$ cat src/rtl/pipeline_ctrl.sv
// Hazard/exception controller: stall vector, flush, and PC redirect handshake to IF.
// Latency: stall/flush/commit combinational same cycle; redirect offered the cycle after the event.
// Backpressure: redirect held (PC stalled) until if_ready_i; optional counters under PIPE_CTRL_PERF_CNT_EN.
module pipeline_ctrl #(
   parameter int                ADDR_W     = 32,
   parameter int                EXC_W      = 8,
   parameter logic [ADDR_W-1:0] EXC_VECTOR = 32'hBFC00380,
   parameter int                CNT_W      = 32
) (
   input  logic              clk,
   input  logic              rst,
   input  logic              stall_req_if,
   input  logic              stall_req_id,
   input  logic              stall_req_ex,
   input  logic              stall_req_mem,
   input  logic [EXC_W-1:0]  exception_type_i,
   input  logic              eret_i,
   input  logic [ADDR_W-1:0] cp0_epc_i,
   input  logic              if_ready_i,
   output logic [5:0]        stall_o,
   output logic              flush_o,
   output logic              exc_commit_o,
   output logic              redirect_valid_o,
   output logic [ADDR_W-1:0] redirect_pc_o,
   output logic [CNT_W-1:0]  stall_cycles_o,
   output logic [CNT_W-1:0]  flush_count_o
);

   typedef enum logic {
      RUN      = 1'b0,
      REDIRECT = 1'b1
   } state_t;

   state_t state;
   logic   exc_evt;

   assign exc_evt = (exception_type_i != '0) | eret_i;

   // Stall/flush decode; reset forces everything low without waiting for a clock edge.
   always_comb begin
      stall_o      = 6'b000000;
      flush_o      = 1'b0;
      exc_commit_o = 1'b0;
      if (rst) begin
         if (state == REDIRECT) begin
            // pipeline is empty after the flush; only the PC is held
            stall_o = 6'b000001;
         end else if (exc_evt) begin
            flush_o      = 1'b1;
            exc_commit_o = 1'b1;
         end else if (stall_req_mem) begin
            stall_o = 6'b011111;
         end else if (stall_req_ex) begin
            stall_o = 6'b001111;
         end else if (stall_req_id) begin
            stall_o = 6'b000111;
         end else if (stall_req_if) begin
            stall_o = 6'b000011;
         end
      end
   end

   // Control FSM with registered redirect outputs.
   always_ff @(posedge clk or negedge rst) begin
      if (!rst) begin
         state            <= RUN;
         redirect_valid_o <= 1'b0;
         redirect_pc_o    <= '0;
      end else begin
         case (state)
            RUN: begin
               if (exc_evt) begin
                  state            <= REDIRECT;
                  redirect_valid_o <= 1'b1;
                  // a real exception takes priority over a simultaneous ERET
                  redirect_pc_o    <= (exception_type_i != '0) ? EXC_VECTOR : cp0_epc_i;
               end
            end
            REDIRECT: begin
               if (if_ready_i) begin
                  state            <= RUN;
                  redirect_valid_o <= 1'b0;
               end
            end
            default: begin
               state            <= RUN;
               redirect_valid_o <= 1'b0;
            end
         endcase
      end
   end

`ifdef PIPE_CTRL_PERF_CNT_EN
   // Free-running stall-cycle and flush counters, wrapping naturally.
   always_ff @(posedge clk or negedge rst) begin
      if (!rst) begin
         stall_cycles_o <= '0;
         flush_count_o  <= '0;
      end else begin
         if (stall_o != 6'b000000) stall_cycles_o <= stall_cycles_o + 1'b1;
         if (flush_o)              flush_count_o  <= flush_count_o + 1'b1;
      end
   end
`else
   assign stall_cycles_o = '0;
   assign flush_count_o  = '0;
`endif

endmodule

$ cat config.mk
export PLATFORM = sky130hd
export DESIGN_NAME = pipeline_ctrl
export DESIGN_NICKNAME = d
export VERILOG_FILES = /design/src/rtl/pipeline_ctrl.sv
export SDC_FILE = /design/constraint.sdc
export NUM_CORES = 1
export LEC_CHECK = 0
export CORE_ASPECT_RATIO = 1.75
export CORE_MARGIN = 2
export CORE_UTILIZATION = 50
export CTS_CLUSTER_DIAMETER = 60
export CTS_CLUSTER_SIZE = 14
export DETAILED_ROUTE_END_ITERATION = 16
export DONT_BUFFER_PORTS = 1
export GPL_ROUTABILITY_DRIVEN = 0
export PLACE_DENSITY = 0.68
export SLEW_MARGIN = 20
export SYNTH_ARGS = -nofsm -noshare
export SYNTH_HDL_FRONTEND = slang
export SYNTH_SLANG_ARGS = --single-unit
$ cat constraint.sdc
create_clock -name clk -period 1.3 [get_ports clk]
set_input_delay 0.065 -clock clk [delete_from_list [all_inputs] [get_ports clk]]
set_output_delay 0.065 -clock clk [all_outputs]
set_load 0.01 [all_outputs]
; Word-level counts from Yosys, hierarchy flattened
; Cells that the tools add are included.
[word_totals]
reg_bits = 34
wordCells = 26
out_inout_bits = 105
input_bits = 48
[classes]
n_eq_ne = 2
muxes = 16
reduce_logical = 3
bitwise_logic = 2
[ops]
columns = operator, count
row1 = 32-bit two-way mux, 1
row2 = 5-bit two-way mux, 3
row3 = 8-bit nonzero test, 1
row4 = 1-bit two-way mux, 6
row5 = 6-bit two-way mux, 1
row6 = 4-bit two-way mux, 1
row7 = 2-bit inequality test (second input constant), 2
row8 = 1-bit case mux with 2 select lines, 2
row9 = 2-bit AND reduction, 2
row10 = 3-bit two-way mux, 1
row11 = 2-bit two-way mux, 1
row12 = 1-bit inverter, 1
row13 = 1-bit OR, 1

; Logic depth before layout (Yosys ltp)
; Gate-level depths: netlist of the first run.
[logic_depth]
ltp_word = 7
ltp_mapped = 4
ltp_nobuf = 3

; Worst setup path before layout of the first run
; OpenSTA, ideal clock, no wires.
[synth_timing]
kind = reg2out
startpoint = reg state
endpoint = out flush_o
slack_ps = 42
arrival_time_ps = 1193
path_buffers = 2
t_required_ps = 1235
stages_incl_launch_ff = 5
path_cell_list = dfrtp_1 clkbuf_1 nand2b_1 a31oi_1 buf_4
[synth_via]
elab_chain_cells = 2
[synth_lines]
columns = element, line
row1 = start: declaration, 34  ; state_t state;
row2 = start signal: assignment, 66  ; state <= RUN;
row3 = start signal: assignment, 73  ; state <= REDIRECT;
row4 = start signal: assignment, 81  ; state <= RUN;
row5 = 1-bit two-way mux (2 in a row), n/a
row6 = end: declaration, 21  ; output logic flush_o,
; Every way passes these cells.

; Worst setup path after layout of the first run
[layout_timing]
startpoint = reg state
endpoint = out stall_o[1]
[layout_via]
elab_chain_cells = 2
[layout_lines]
columns = element, line
row1 = 5-bit two-way mux, 45  ; if (state == REDIRECT) begin
row2 = 6-bit two-way mux, 44  ; if (rst) begin
row3 = end: declaration, 20  ; output logic [5:0] stall_o,
; Every way passes these cells.

==> out/results.ini, run 1 <==
[status]
status = finished, violations left
violations = negative setup slack

[cells_and_area]
final_cell_mix = conb_1, dlygate4sd3_1, dfrtp_1
nets = 260
final_common_cell = conb_1
area_delta_synth_final_pct = 22.0
antennaDiodeCount = 0
drive_above_1_share = 0.175

[cts]
cts_buffers = 5
root_buffer = clkbuf_8
cts_tree = yes
cts_max_level = 2
clkTransAtPathRegs_ns = 0.06
cts_max_path_buffers = 2
clock-sinks = 34
clk_latency_ns = 0.28

[synthesis]
synth_top_area_frac = 0.449
synth_cell_types = 26
synth.avg_cell_area_um2 = 11.4
synth_cells = 166
ys_ff_latch = 34
synth.cell_area_um2 = 1890
seq_area_frac_synth = 0.449
yosysTopAreaCell = dfrtp_1
netlist_top_cells_area = dfrtp_1, buf_4, a22o_1
yosys_warnings = 0

[pwr]
ir_worst_vdd_mv = 0.802
power.density_nw_per_um2 = 1010
p_leak_uw = 0.00105
p_total_uw = 2340

[worst_setup_path]
cp-start-kind = register
path_class = reg2out
arrival_ns = 1.28
end_kind = output port
cp_max_fo = 5
r2r_cells = 4
crit_required_ns = 1.24

[global_routing]
antenna_found_initial = 0
grt_pass1_wl_um = 5950
grtUsageTotal = 0.187
grt_pass1_vias = 1200
grt_max_degree = 35
overflow = 0

[timing]
tns_ns = -0.113
period_needed_ns = 1.34
tightest_slew_ns = 0.686
rsz0062_at_grt = true
hold_viol = 0
fin_skew_ns = 0.00436
fin_hold_ws_ns = 0.0330
fmax_ghz = 0.745
setup_violations = 4
slew_violations = 0
fin_ws_ns = -0.0428
finalCritPeriodShare = 1.03
relSlewSlack = 0.539

[drt]
drt_pass1_iterations = 4
first_iter_violations = 19
detail-route-antenna-nets = 0
viasPerCell = 4.89
vias = 1262
routedWlPerCell_um = 17.4
totalWireLength_um = 4480
drc = 0

[floorplan]
rows = 29
die_height_um = 85.4
die_x_um = 50.5
start_util = 0.522
ios = 153
die_area_um2 = 4320
placeableCoreArea_um2 = 3630

[place]
io_buffer_count = 0
place_ws_ns = -0.0363
place.detailed.hpwl_um = 2620

[hold_path]
hold_depth = 2
hold_class = in2reg

[flow_run]
maxCapViolCount = 0

[cells in the mapped netlist, drive strengths merged]
| cell | count |
|---|---|
| inv | 2 |
| buf | 72 |
| a31oi | 2 |
| clkbuf | 2 |
| nor4b | 1 |
| o31a | 1 |
| dfrtp | 34 |
| o41ai | 1 |
| a31o | 1 |
| nand2 | 3 |
| nor4 | 6 |
| nor2 | 1 |
| and4b | 1 |
| nor3 | 1 |
| o22a | 12 |
| o311a | 1 |
| conb | 1 |
| nand4b | 2 |
| nand2b | 2 |
| a22o | 20 |
[critical path, cell delays in order, from the launching register on]
cell,delay [ns]
dfrtp_2,0.41
nand2b_4,0.18
nor4_4,0.24
buf_4,0.17
[through the flow]
stage               utilization  area (µm²)  instances
floorplan                     -        2130        230
global placement          0.468        1700        209
detailed placement        0.468        1700        209
CTS                       0.622        2260        255
global route              0.637        2310        258
finish                    0.637        2310        258
[cell type report]
| type | count | area [µm²] |
|---|---|---|
| multi-input combinational | 123 | 832 |
| clock buffer | 6 | 82.6 |
| inverter | 2 | 7.51 |
| tap | 46 | 57.6 |
| clock inverter | 1 | 30.0 |
| fill | 304 | 1320 |
| timing repair buffer | 46 | 449 |
| sequential | 34 | 852 |
[state kept, by name, indices dropped and copies added, names as in the netlist]
| signal | cells |
|---|---|
| redirect_pc_o | 32 |
| state | 1 |
| redirect_valid_o | 1 |
[report_power, final]
part / leakage, µW / internal (µW) / switching [µW]
clock network: 0.0000573 / 613 / 348
registers: 0.000407 / 1070 / 9.02
logic: 0.000589 / 119 / 184
total: 0.00105 / 1800 / 541
[what timing repair did]
item	CTS	global route
hold endpoints to repair	68	0
gates resized for setup	9	4
hold buffers	36	0
pin swaps	4	1
setup buffers	3	0
setup endpoints to repair	7	26
cloned	0	3
[kinds of logic (layout without fill, tap and decap cells)]
family / after synthesis / in the layout / share of synthesized area
flops: 34 / 34 / 0.449
other cells: 1 / 65 / 0.00198
buf+inv: 76 / 55 / 0.293
simple gates: 17 / 19 / 0.0753
compound gates: 38 / 39 / 0.180
[final timing paths]
kind                                      to               from  slack [ns]
max reg2reg                redirect_pc_o[29]              state        0.03
min reg2reg                redirect_pc_o[22]  redirect_pc_o[22]        0.58
max                               stall_o[1]              state       -0.04
min in group asynchronous  redirect_pc_o[30]                rst        0.24
min                        redirect_pc_o[31]             eret_i        0.03
max in group asynchronous              state                rst        0.88
[layer usage]
metal	vias up	global-route usage	share of wire
li1	562	-	-
met1	607	0.177	0.31
met2	84	0.352	0.59
met3	9	0.0722	0.076
met4	0	0.0663	0.014
met5	-	0	0
(Power assumes the default switching activity.)
==> run 2, diff against run 1 <==
--- a/config.mk
+++ b/config.mk
@@ -5,15 +5,15 @@
 export SDC_FILE = /design/constraint.sdc
 export NUM_CORES = 1
 export LEC_CHECK = 0
+export ABC_AREA = 1
 export CORE_ASPECT_RATIO = 1.75
-export CORE_MARGIN = 2
+export CORE_MARGIN = 5
 export CORE_UTILIZATION = 50
 export CTS_CLUSTER_DIAMETER = 60
 export CTS_CLUSTER_SIZE = 14
 export DETAILED_ROUTE_END_ITERATION = 16
 export DONT_BUFFER_PORTS = 1
 export GPL_ROUTABILITY_DRIVEN = 0
-export PLACE_DENSITY = 0.68
 export SLEW_MARGIN = 20
 export SYNTH_ARGS = -nofsm -noshare
 export SYNTH_HDL_FRONTEND = slang
==> constraint.sdc (replaced) <==
create_clock -name clk -period 1.55 [get_ports clk]
set_input_delay 0.0775 -clock clk [delete_from_list [all_inputs] [get_ports clk]]
set_output_delay 0.0775 -clock clk [all_outputs]
set_load 0.01 [all_outputs]
==> run 2 against run 1 <==
Against the previous run:
- the flow now finishes without violations
- final cell count rose by 32%
- design area fell by 3.4%
- non-clock buffer count fell by 13
- largest power group unchanged
- power rose by 20%
- first-iteration DRC count rose by 63%
- area after synthesis rose by 9.8%
- register-to-register slack improved by 0.04 ns
- sequential share of layout area rose by 1.2 points
- wire length rose by 8.1%
==> out/results.ini, run 2 <==
[floorplan]
ios = 153  ; unchanged
start_util = 0.511  ; -0.0112
placeableCoreArea_um2 = 4070  ; +12%
die_x_um = 58.8  ; +16%
rows = 31  ; +6.9%
die_area_um2 = 5600  ; +30%
die_height_um = 95.3  ; +12%

[synthesis]
yosysTopAreaCell = dfrtp_1
synth_ff_type = dfrtp_1
ys_ff_latch = 34  ; unchanged
synth-edff-count = 0  ; unchanged
synth_cells = 264  ; +59%
synth_cell_types = 19  ; -27%
synth.avg_cell_area_um2 = 7.88  ; -31%
synthArstFlopShare = 1.00  ; unchanged
seq_area_frac_synth = 0.409  ; -0.0402
yosys_warnings = 0  ; unchanged
synth_top_cells_by_count = nand2_1, buf_4, dfrtp_1
synth_top_area_frac = 0.409  ; -0.0402
yosysMostFrequentCell = nand2_1
netlist_top_cells_area = dfrtp_1, buf_4, nand2_1
synth.cell_area_um2 = 2080  ; +9.8%

[cells_and_area]
nets = 338  ; +30%
area_delta_synth_final_pct = 7.34
fin_util = 0.548  ; -0.0885
largest-register = redirect_pc_o
final_common_cell = nand2_1
drive_above_1_share = 0.0687  ; -0.106
final_cell_mix = nand2_1, conb_1, dfrtp_1
largest_reg_flops = 32  ; unchanged
layout.cells.non_filler = 340  ; +32%
stdcell_area_um2 = 2230  ; -3.4%
antennaDiodeCount = 0  ; unchanged
reg_top3 = redirect_pc_o (32), redirect_valid_o (1), state (1)

[timing]
rsz0062_at_grt = false
relSlewSlack = 0.529  ; -0.00964
tns_ns = 0  ; +0.113 ns
finalCritPeriodShare = 0.953
fin_skew_ns = 0.00397  ; -0.000385 ns
hold_viol = 0  ; unchanged
fin_hold_ws_ns = 0.0202  ; -0.0128 ns
tightest_slew_ns = 0.704  ; +0.0185 ns
period_needed_ns = 1.48
setup_violations = 0  ; -4
slew_violations = 0  ; unchanged
fmax_ghz = 0.677

[cts]
post_cts.repair.setup_buffers = 0  ; -3
clock-sinks = 34  ; unchanged
cts_max_level = 2  ; unchanged
clk_latency_ns = 0.28  ; about the same
cts_tree = yes
clkTransAtPathRegs_ns = 0.07  ; about the same
cts_buffers = 5  ; unchanged
root_buffer = clkbuf_8
cts_max_path_buffers = 2  ; unchanged

[drt]
routedWlPerCell_um = 14.2  ; -18%
detail-route-antenna-nets = 0  ; unchanged
viasPerCell = 4.61  ; -5.8%
routed.top_layer = met4
totalWireLength_um = 4840  ; +8.1%
wl_met3_um = 556  ; +63%
drc = 0  ; unchanged
first_iter_violations = 31  ; +12
routedLengthMet1_um = 1580  ; +12%
route.met2.wl_um = 2590  ; -2.6%
drt_pass1_iterations = 5  ; +1
vias = 1567  ; +24%

[global_routing]
overflow = 0  ; unchanged
antenna_found_initial = 0  ; unchanged
grt_max_degree = 35  ; unchanged
grt_pass1_vias = 1501  ; +25%
grtUsageTotal = 0.167  ; -0.0200
grt_pass1_wl_um = 7110  ; +20%

[worst_setup_path]
cp-start-kind = register
crit_required_ns = 1.77  ; +0.53 ns
arrival_ns = 1.70  ; +0.42 ns
cp_max_fo = 20  ; +15
path_class = reg2reg
end_kind = register
reg2reg_slack_ns = 0.07  ; +0.04 ns

[pwr]
swShare = 0.385  ; +0.154
intPower_uw = 1730  ; -4.0%
p_comb_frac = 0.306  ; +0.176
power.density_nw_per_um2 = 1260  ; +24%
ir_worst_vdd_mv = 0.721  ; -10%
sequentialPowerShare = 0.460  ; about the same
switchingPower_uw = 1080  ; +100%
p_leak_uw = 0.00127  ; +21%
pwr-share-clk = 0.234  ; -0.177

[place]
placed_area_um2 = 1870  ; +10%
place.detailed.hpwl_um = 3540  ; +35%
io_buffer_count = 0  ; unchanged
dpl.cell_count = 307  ; +47%

[status]
status = finished clean

[hold_path]
hold_class = in2reg

[flow_run]
maxCapViolCount = 0  ; unchanged

## run 2: routing by layer
layer	GRT usage	up-vias
met5	0	-
met4	0.0775	0
met3	0.0407	9
met2	0.300	95
met1	0.178	716
li1	-	747
## run 2: worst paths after layout
kind | end | depth (start not counted) | startpoint
worst max register to register | redirect_pc_o[3] | 5 | state
worst min register to register | redirect_valid_o | 3 | state
worst min-delay path | redirect_pc_o[7] | 4 | cp0_epc_i[7]
max in group asynchronous | redirect_pc_o[17] | 2 | rst
min in group asynchronous | redirect_pc_o[1] | 2 | rst
worst max-delay path | redirect_pc_o[3] | 5 | state
## run 2: what timing repair did
action | 4_1_cts | 5_1_grt
gates resized for setup | 0 | 2
setup endpoints to repair | 0 | 1
hold buffers | 25 | 0
endpoints found under the hold margin | 56 | 0
## run 2: power by group through the flow
stage | Combinational [µW] | Clock [µW] | Sequential (µW)
after floorplan | 793 | 0 | 1260
after global placement | 753 | 0 | 1310
after detailed placement | 761 | 0 | 1310
after CTS | 841 | 683 | 1300
after global routing | 980 | 720 | 1310
final | 858 | 656 | 1290
## run 2: per-stage QoR
stage	power, µW	worst slack (ns)
floorplan	2050	0.392
global placement	2060	0.372
detailed placement	2080	0.351
CTS	2820	0.0183
global route	3010	0.00472
finish	2810	0.0727
## run 2: layout make-up
class | instances | area [µm²]
tap | 49 | 61.3
sequential | 34 | 851
timing repair buffer | 33 | 328
fill | 400 | 1840
multi-input combinational | 196 | 827
clock inverter | 1 | 5.00
clock buffer | 7 | 86.3
inverter | 20 | 75.1
## run 2: cell families (layout without fill, tap and decap cells)
kind of cell           Yosys count  after routing  share of synthesized area
flip-flops                      34             34                      0.409
buffers and inverters           98             61                      0.309
AND/OR/NAND/NOR                128            128                      0.273
AO/OA/AOI/OAI                    3              3                    0.00721
other                            1             65                    0.00180
## run 2: worst max-delay path, cell delays in order (launching register included)
cell           delay, ns
dfrtp_1             0.39
inv_2               0.12
buf_8               0.18
nand4_1             0.10
dlygate4sd3_1       0.57
nand2_1             0.06
